[src/rtl/pi1_router.sv]
// Routes one PerInt master to SLAVECOUNT slaves through an address map summed from slave sizes at reset.
// Zero added latency; m_rdy_o stalls until both the previous and the newly addressed slave are ready.
module pi1_router #(
    parameter int SLAVECOUNT        = 2,
    parameter int ARCHBITSZ         = 16,
    parameter int DEFAULTSLAVEINDEX = 0,
    localparam int ADDRBITSZ        = ARCHBITSZ - $clog2(ARCHBITSZ/8),
    localparam int SELW             = ARCHBITSZ/8,
    localparam int IDXW             = (SLAVECOUNT > 1) ? $clog2(SLAVECOUNT) : 1
) (
    input  logic                            clk_i,
    input  logic                            rst_i,
    input  logic [1:0]                      m_op_i,
    input  logic [ADDRBITSZ-1:0]            m_addr_i,
    input  logic [ARCHBITSZ-1:0]            m_data_i,
    input  logic [SELW-1:0]                 m_sel_i,
    output logic [ARCHBITSZ-1:0]            m_data_o,
    output logic                            m_rdy_o,
    output logic [ADDRBITSZ-1:0]            m_mapsz_o,
    output logic [2*SLAVECOUNT-1:0]         s_op_o_flat,
    output logic [ADDRBITSZ*SLAVECOUNT-1:0] s_addr_o_flat,
    output logic [ARCHBITSZ*SLAVECOUNT-1:0] s_data_o_flat,
    output logic [SELW*SLAVECOUNT-1:0]      s_sel_o_flat,
    input  logic [ARCHBITSZ*SLAVECOUNT-1:0] s_data_i_flat,
    input  logic [SLAVECOUNT-1:0]           s_rdy_i_flat,
    input  logic [ADDRBITSZ*SLAVECOUNT-1:0] s_mapsz_i_flat
);

    localparam logic [1:0] PINOOP = 2'b00;

    typedef enum logic {ST_INIT, ST_RUN} state_t;

    state_t               state;
    logic [IDXW-1:0]      idx;
    logic [IDXW-1:0]      prevsel;
    logic [IDXW-1:0]      cursel;
    logic                 mapped;
    logic                 run;
    logic [ADDRBITSZ:0]   acc;
    logic [ADDRBITSZ:0]   base_q [SLAVECOUNT];
    logic [ADDRBITSZ-1:0] size_q [SLAVECOUNT];
    logic [ADDRBITSZ-1:0] mapsz_in [SLAVECOUNT];
    logic [ARCHBITSZ-1:0] sdata_in [SLAVECOUNT];

    always_comb begin
        for (int i = 0; i < SLAVECOUNT; i++) begin
            mapsz_in[i] = s_mapsz_i_flat[i*ADDRBITSZ +: ADDRBITSZ];
            sdata_in[i] = s_data_i_flat[i*ARCHBITSZ +: ARCHBITSZ];
        end
    end

    // Walk downwards so the lowest matching index wins on overlap.
    always_comb begin
        cursel = IDXW'(DEFAULTSLAVEINDEX);
        mapped = 1'b0;
        for (int i = SLAVECOUNT-1; i >= 0; i--) begin
            if (size_q[i] != '0 &&
                {1'b0, m_addr_i} >= base_q[i] &&
                {1'b0, m_addr_i} <  base_q[i] + {1'b0, size_q[i]}) begin
                cursel = IDXW'(i);
                mapped = 1'b1;
            end
        end
    end

    assign run       = (state == ST_RUN);
    assign m_rdy_o   = run && s_rdy_i_flat[prevsel] && s_rdy_i_flat[cursel];
    assign m_data_o  = sdata_in[prevsel];
    assign m_mapsz_o = run ? acc[ADDRBITSZ-1:0] : '0;

    always_comb begin
        s_op_o_flat   = '0;
        s_addr_o_flat = '0;
        s_data_o_flat = '0;
        s_sel_o_flat  = '0;
        for (int i = 0; i < SLAVECOUNT; i++) begin
            if (m_rdy_o && cursel == IDXW'(i))
                s_op_o_flat[2*i +: 2] = m_op_i;
            if (mapped && cursel == IDXW'(i))
                s_addr_o_flat[i*ADDRBITSZ +: ADDRBITSZ] = m_addr_i - base_q[i][ADDRBITSZ-1:0];
            else
                s_addr_o_flat[i*ADDRBITSZ +: ADDRBITSZ] = m_addr_i;
            s_data_o_flat[i*ARCHBITSZ +: ARCHBITSZ] = m_data_i;
            s_sel_o_flat[i*SELW +: SELW]            = m_sel_i;
        end
    end

    always_ff @(posedge clk_i) begin
        if (rst_i) begin
            state   <= ST_INIT;
            idx     <= '0;
            acc     <= '0;
            prevsel <= IDXW'(DEFAULTSLAVEINDEX);
        end else begin
            case (state)
                ST_INIT: begin
                    base_q[idx] <= acc;
                    size_q[idx] <= mapsz_in[idx];
                    acc         <= acc + {1'b0, mapsz_in[idx]};
                    idx         <= idx + IDXW'(1);
                    if (idx == IDXW'(SLAVECOUNT-1))
                        state <= ST_RUN;
                end
                ST_RUN: begin
                    if (m_rdy_o && m_op_i != PINOOP)
                        prevsel <= cursel;
                end
                default: state <= ST_INIT;
            endcase
        end
    end

endmodule

[config.mk]
export PLATFORM = sky130hd
export DESIGN_NAME = pi1_router
export DESIGN_NICKNAME = d
export VERILOG_FILES = /design/src/rtl/pi1_router.sv
export SDC_FILE = /design/constraint.sdc
export NUM_CORES = 1
export LEC_CHECK = 0
export BUFFER_PORTS_ARGS = -buffer_cell sky130_fd_sc_hd__clkbuf_2
export CELL_PAD_IN_SITES_DETAIL_PLACEMENT = 1
export CELL_PAD_IN_SITES_GLOBAL_PLACEMENT = 2
export CORE_AREA = 5 5 130 182
export DETAILED_ROUTE_END_ITERATION = 10
export DIE_AREA = 0 0 135 187
export GPL_TIMING_DRIVEN = 1
export PLACE_DENSITY_LB_ADDON = 0.1
export SLEW_MARGIN = 10
export SYNTH_ARGS = -nofsm -noshare
export SYNTH_HDL_FRONTEND = slang
export SYNTH_SLANG_ARGS = --single-unit
[constraint.sdc]
create_clock -name clk_i -period 10.58 [get_ports clk_i]
set_input_delay 3.174 -clock clk_i [delete_from_list [all_inputs] [get_ports clk_i]]
set_output_delay 3.174 -clock clk_i [all_outputs]
set_load 0.01 [all_outputs]
# Word level (Yosys, flattened, before mapping)

Memories as Yosys holds them, arrays and structs flattened.
Index checks and enable logic that the tools add are counted.
Widths: inputs -> output; s select.

Register bits after elaboration: 19
RAM bits: 62
Bits of input ports: 101
Output and inout port bits: 102
Memories: 2

Add/sub/neg operators: 6
Order comparisons: 8
Muxes and demuxes: 23
Bitwise logic cells: 3
Reduce and logical (&&, ||, !) cells: 15

Memory list:

| name   | words | bits a word | read ports | clocked after memory_dff | write ports | RTL line | source |
|---|---|---|---|---|---|---|---|
| base_q | 2     | 16          | 2          | 0                        | 1           | 40       | `logic [ADDRBITSZ:0] base_q [SLAVECOUNT];` |
| size_q | 2     | 15          | 2          | 0                        | 1           | 41       | `logic [ADDRBITSZ-1:0] size_q [SLAVECOUNT];` |

Operator list:

| kind                | number |
|---|---|
| $mux 15             | 6 |
| $add 16x15->16      | 3 |
| $mux 16             | 3 |
| $ge 15x16->1        | 2 |
| $lt 15x16->1        | 2 |
| $reduce_bool 15->1  | 2 |
| $sub 15x15->15      | 2 |
| $mux 1              | 12 |
| $logic_and 1x1->1   | 11 |
| $ge 2x2->1 const B  | 2 |
| $lt 1x2->1 const B  | 2 |
| $mux 2              | 2 |
| $not 1->2           | 2 |
| $reduce_and 2->1    | 1 |
| $reduce_bool 2->1   | 1 |
| $add 1x1->1 const B | 1 |
| $not 1->1           | 1 |

# Longest topological paths before layout

Depth in word-level cells: 10
Gate-level depth with buffers: 21

# Least setup slack after synthesis

No wires, ideal clock.

Kind: input to output
Start point: input port m_addr_i[0]
End point: output port s_addr_o_flat[10]
Data arrival time: 5309 ps
Setup slack: 2097 ps
Stages: 12
Buffers on the path: 2
Path through: inv_1 -> ha_1 -> fa_1 -> nand2b_1 -> a211oi_1 -> o21ai_1 -> a21oi_1 -> a211o_1 -> and3_1 -> buf_6 -> buf_6 -> mux2_4

Longest elaborated chain between the ends: 8

Ends and longest elaborated chain:

| element              | RTL line | source |
|---|---|---|
| start, declared      | 14       | `input logic [ADDRBITSZ-1:0] m_addr_i,` |
| $ge 15x16->1         | 58       | `{1'b0, m_addr_i} >= base_q[i] &&` |
| $logic_and 1x1->1    | 57       | `if (size_q[i] != '0 &&` |
| $logic_and 1x1->1    | 58       |  |
| $mux 1 (2 in series) | 57       |  |
| $not 1->1            | 79       | `if (mapped && cursel == IDXW'(i))` |
| $logic_and 1x1->1    | 79       |  |
| $mux 15 (*)          | 79       |  |
| end, declared        | 21       | `output logic [ADDRBITSZ*SLAVECOUNT-1:0] s_addr_o_flat,` |

Mark *: on every way between the ends. The rest lies on a longest branch, timed or not.

# Worst setup path after layout

Start point: input port m_addr_i[0]
End point: output port s_op_o_flat[2]

Longest elaborated chain between the ends: 10

Ends and longest elaborated chain:

| element                                    | RTL line | source |
|---|---|---|
| $ge 15x16->1                               | 58       |  |
| $logic_and 1x1->1                          | 57       |  |
| $logic_and 1x1->1                          | 58       |  |
| $mux 1                                     | 57       |  |
| $mux 1 (*)                                 | 57       |  |
| $mux 1 (implied by the code) (2 in series) | 67       | `assign m_rdy_o = run && s_rdy_i_flat[prevsel] && s_rdy_i_flat[cursel];` |
| $logic_and 1x1->1                          | 67       |  |
| $logic_and 1x1->1 (*)                      | 77       | `if (m_rdy_o && cursel == IDXW'(i))` |
| $mux 2 (*)                                 | 77       |  |
| end, declared                              | 20       | `output logic [2*SLAVECOUNT-1:0] s_op_o_flat,` |

Mark *: on every way between the ends. The rest lies on a longest branch, timed or not. The select of a mux whose other input is x is not followed.

==> out/metrics.sh <==
VIA_COUNT=6318
CLOCK_SKEW_PS=7.346
DETAIL_ROUTE.DRC_VIOLATIONS=0
FINAL_LAYOUT_SIZE_SUFFIX_GT1_FRAC=0.2620
SYNTH_WARNINGS=0
DIE-HEIGHT_UM=187
SYNTH_SEQ_CELLS=81
AREA_GROWTH_PCT=14.63
NUMBER_OF_INSTANCES_IN_THE_SYNTHESIZED_NETLIST=795
YOSYS.AREA.TOP_TYPE='edfxtp_1'
YS_DOMINANT_REG_CELL='edfxtp_1'
DRT_ITER0_DRC=275
CRIT_PATH_TOP_DELAY_CELL='nand3_2'
POWER_LEAKAGE_nW=4.060
POWER_DENSITY_nW_PER_UM2=203.3
CLOCK_TREE_FROM_TRITONCTS='yes'
FLOORPLAN.CORE_AREA_SQ_UM=21700
RESULT_OF_THE_RUN='finished, final reports clean'
NETS_FINAL=1120
H-TREE-DEPTH=3
POSTCTSSETUPBUFFERS=0
FINALSETUPTNS_PS=0
GRT.TOTAL_USAGE=0.1840
SYNTHESIS.AREA_SQ_UM=7705
NETLIST.AREA_LEADER.SHARE=0.2416
YOSYS.CELL_COUNT.TOP_TYPE='ha_1'
WORSTPATHCELLLIST='clkbuf_2 -> inv_1 -> ha_1 -> fa_1 -> nand2b_1 -> a211oi_2 -> o21bai_1 -> a31oi_1 -> nor3_1 -> nor2_1 -> nand3_2 -> buf_4 -> nor3_1 -> clkbuf_2'
TRITONCTS_NUM_SINKS=81
WORSTPATHREQUIRED_PS=7410
DRT_FIRST_PASS_ITERS=5
NETLIST_TOP_CELLS_COUNT='103 x ha_1, 65 x nor2_1, 62 x edfxtp_1'
MULTIINPUTGATEAREA_SQ_UM=4938
GR-TOTAL-OVERFLOW=0
ANTENNA_FOUND_INITIAL=0
DIE_AREA_SQ_UM=25250
MIN_PATH_TYPE='reg2reg'
CLKSLEWWORSTSETUPHOLDPATHS_PS=60
CTS_MADE_BUFFERS=9
CLK_LATENCY_PS=330
TRANSITION_TIME_OF_THE_TIGHTEST_SLEW_CHECK_PIN_PS=878.7
FINAL_MIN_PERIOD_OVER_CLOCK_PERIOD=0.9180
VDD_DROP_MAX_mV=0.1004
SYNTH_ASYNC_SR_FLOP_SHARE=0
GRT_PASS1_WL_UM=37120
DRT-VIAS-PER-INSTANCE=5.209
ANTENNA_CELLS=0
YOSYSUNIQUECELLTYPES=73
FINAL-SEQ-AREA_SQ_UM=2242
DETAIL-ROUTE-ANTENNA-NETS=0
N_FILL_CELL=2509
POST_SYNTH_EDFFS=62
SEQUENTIAL_TO_TOTAL_AREA_SHARE_FROM_YOSYS_STAT=0.2910
YS_TOP_CELLS_BY_AREA='edfxtp_1 24%, ha_1 17%, mux2_2 5.0%, dfxtp_1 4.9%, xnor2_1 4.0%'
SLOWEST_DELAY_PS=540
TIMING.FMAX_MHz=103.0
CLOCK-ROOT-BUFFER='clkbuf_16'
DIE_WIDTH_UM=135
WIRELENGTH_UM=23080
SLEW_VIOLATIONS=0
PORT_BUFFERS=148
COUNT_OF_FINAL_SETUP_VIOLATORS=0
FINALCOREUTILIZATION=0.4070
CLOCKBUFFERDEPTH=2
HOLDBUFCOUNTCTS=0
STARTPOINT_TYPE='input port'
WL_PER_CELL_UM=19.03
PLACE_HPWL_UM=19740
TIMING.FINAL.CRIT_PERIOD_PS=9712
GRT_START_MAX_NET_PINS=32
FINAL_HOLD_VIOL_COUNT=0
POST_CTS.RESIZED_INSTANCES=0
ARRIVAL_PS=6540
ROW_COUNT=64
CAP_VIOLATIONS=0
NATURE_OF_THE_CRITICAL_PATH_ENDPOINT='output pin'
AVGSYNTHCELLAREA_SQ_UM=9.692
GRT_SETUP_UNREPAIRED='no'
SYNTH_NETS=1004
INITIAL_CORE_UTIL=0.3551
MAXSLEWHEADROOM=0.4134
PLACE.GP.CONGESTION=0.8400
GRT_PASS1_VIAS=7168
CRITPATHMAXFANOUT=16
CRITICALPATHCATEGORY='in2out'
IO_PINS=203
==> logic make-up after synthesis <==
group	share of synthesized area
compound gates	0.1741
xor+xnor	0.06479
mux	0.09305
fa+ha+maj	0.1803
simple gates	0.1285
buf+inv	0.06837
flops	0.2910
==> cell type report <==
| cell class | count | share of cell area |
|---|---|---|
| Clock buffer | 10 | 0.02592 |
| Clock inverter | 6 | 0.01048 |
| Multi-Input combinational cell | 620 | 0.5591 |
| Tap cell | 297 | 0.04207 |
| Inverter | 44 | 0.01870 |
| Sequential cell | 81 | 0.2539 |
| Timing Repair Buffer | 155 | 0.08981 |
==> worst paths after layout <==
check                          from                 endpoint  slack (ps)  depth (start not counted)
max reg2reg  base_q[1][0]$_DFFE_PP_     prevsel$_SDFFE_PP0P_        5300                         18
max                     m_addr_i[0]           s_op_o_flat[2]         870                         14
min reg2reg    acc[15]$_SDFFE_PP0N_  base_q[0][15]$_DFFE_PP_         480                          0
min            acc[15]$_SDFFE_PP0N_  base_q[0][15]$_DFFE_PP_         480                          0
==> cell usage in the layout (no fill, tap or decap), drive strengths merged, types with 11 or more instances in the layout <==
cell type  count
xnor2         35
nor3          13
edfxtp        62
and2          16
clkbuf       158
o21ai         36
nand3         12
a21oi         63
nor2b         14
inv           45
xor2          22
mux2          55
o21a          18
dfxtp         19
ha           103
nor2          65
nand2b        11
a21o          28
nand2         31
==> through the flow <==
stage | hold WS [ps] | setup slack, ps | area, sq um | std cells | total power [mW]
floorplan | 446.4 | 2097 | 7705 | 795 | 1.217
global route | 502.7 | 630.0 | 8832 | 1213 | 1.956
global placement | 461.9 | 949.4 | 8511 | 1197 | 1.455
detailed placement | 479.9 | 837.3 | 8511 | 1197 | 1.486
finish | 484.3 | 868.1 | 8832 | 1213 | 1.796
CTS | 495.1 | 835.3 | 8832 | 1213 | 1.825
==> power breakdown <==
part	switching [mW]	internal (mW)	total [mW]
Clock	0.122	0.208	0.329
Sequential	0.0604	0.426	0.487
Combinational	0.532	0.447	0.980
Total	0.714	1.08	1.80
==> worst max-delay path, delay by kind of cell <==
family	cells	cell delay, ps
AOI/OAI and AO/OA	3	740
adders and majority gates	2	650
and+or+nand+nor	5	1230
buffers and inverters	4	730
==> metal layers <==
metal / routed length (um) / global-route usage / part of all wire / vias to the layer above
li1: - / - / - / 3112
met1: 9615 / 0.2173 / 0.42 / 3052
met2: 12170 / 0.3393 / 0.53 / 117
met3: 566 / 0.01857 / 0.025 / 37
met4: 725 / 0.06866 / 0.031 / 0
met5: 0 / 0 / 0 / -
==> sequential cells by signal, summed over array words and instances, names as in the netlist <==
| name | cells |
|---|---|
| base_q | 32 |
| size_q | 30 |
| acc | 16 |
| idx | 1 |
| prevsel | 1 |
| run | 1 |
(Power assumes the default switching activity.)
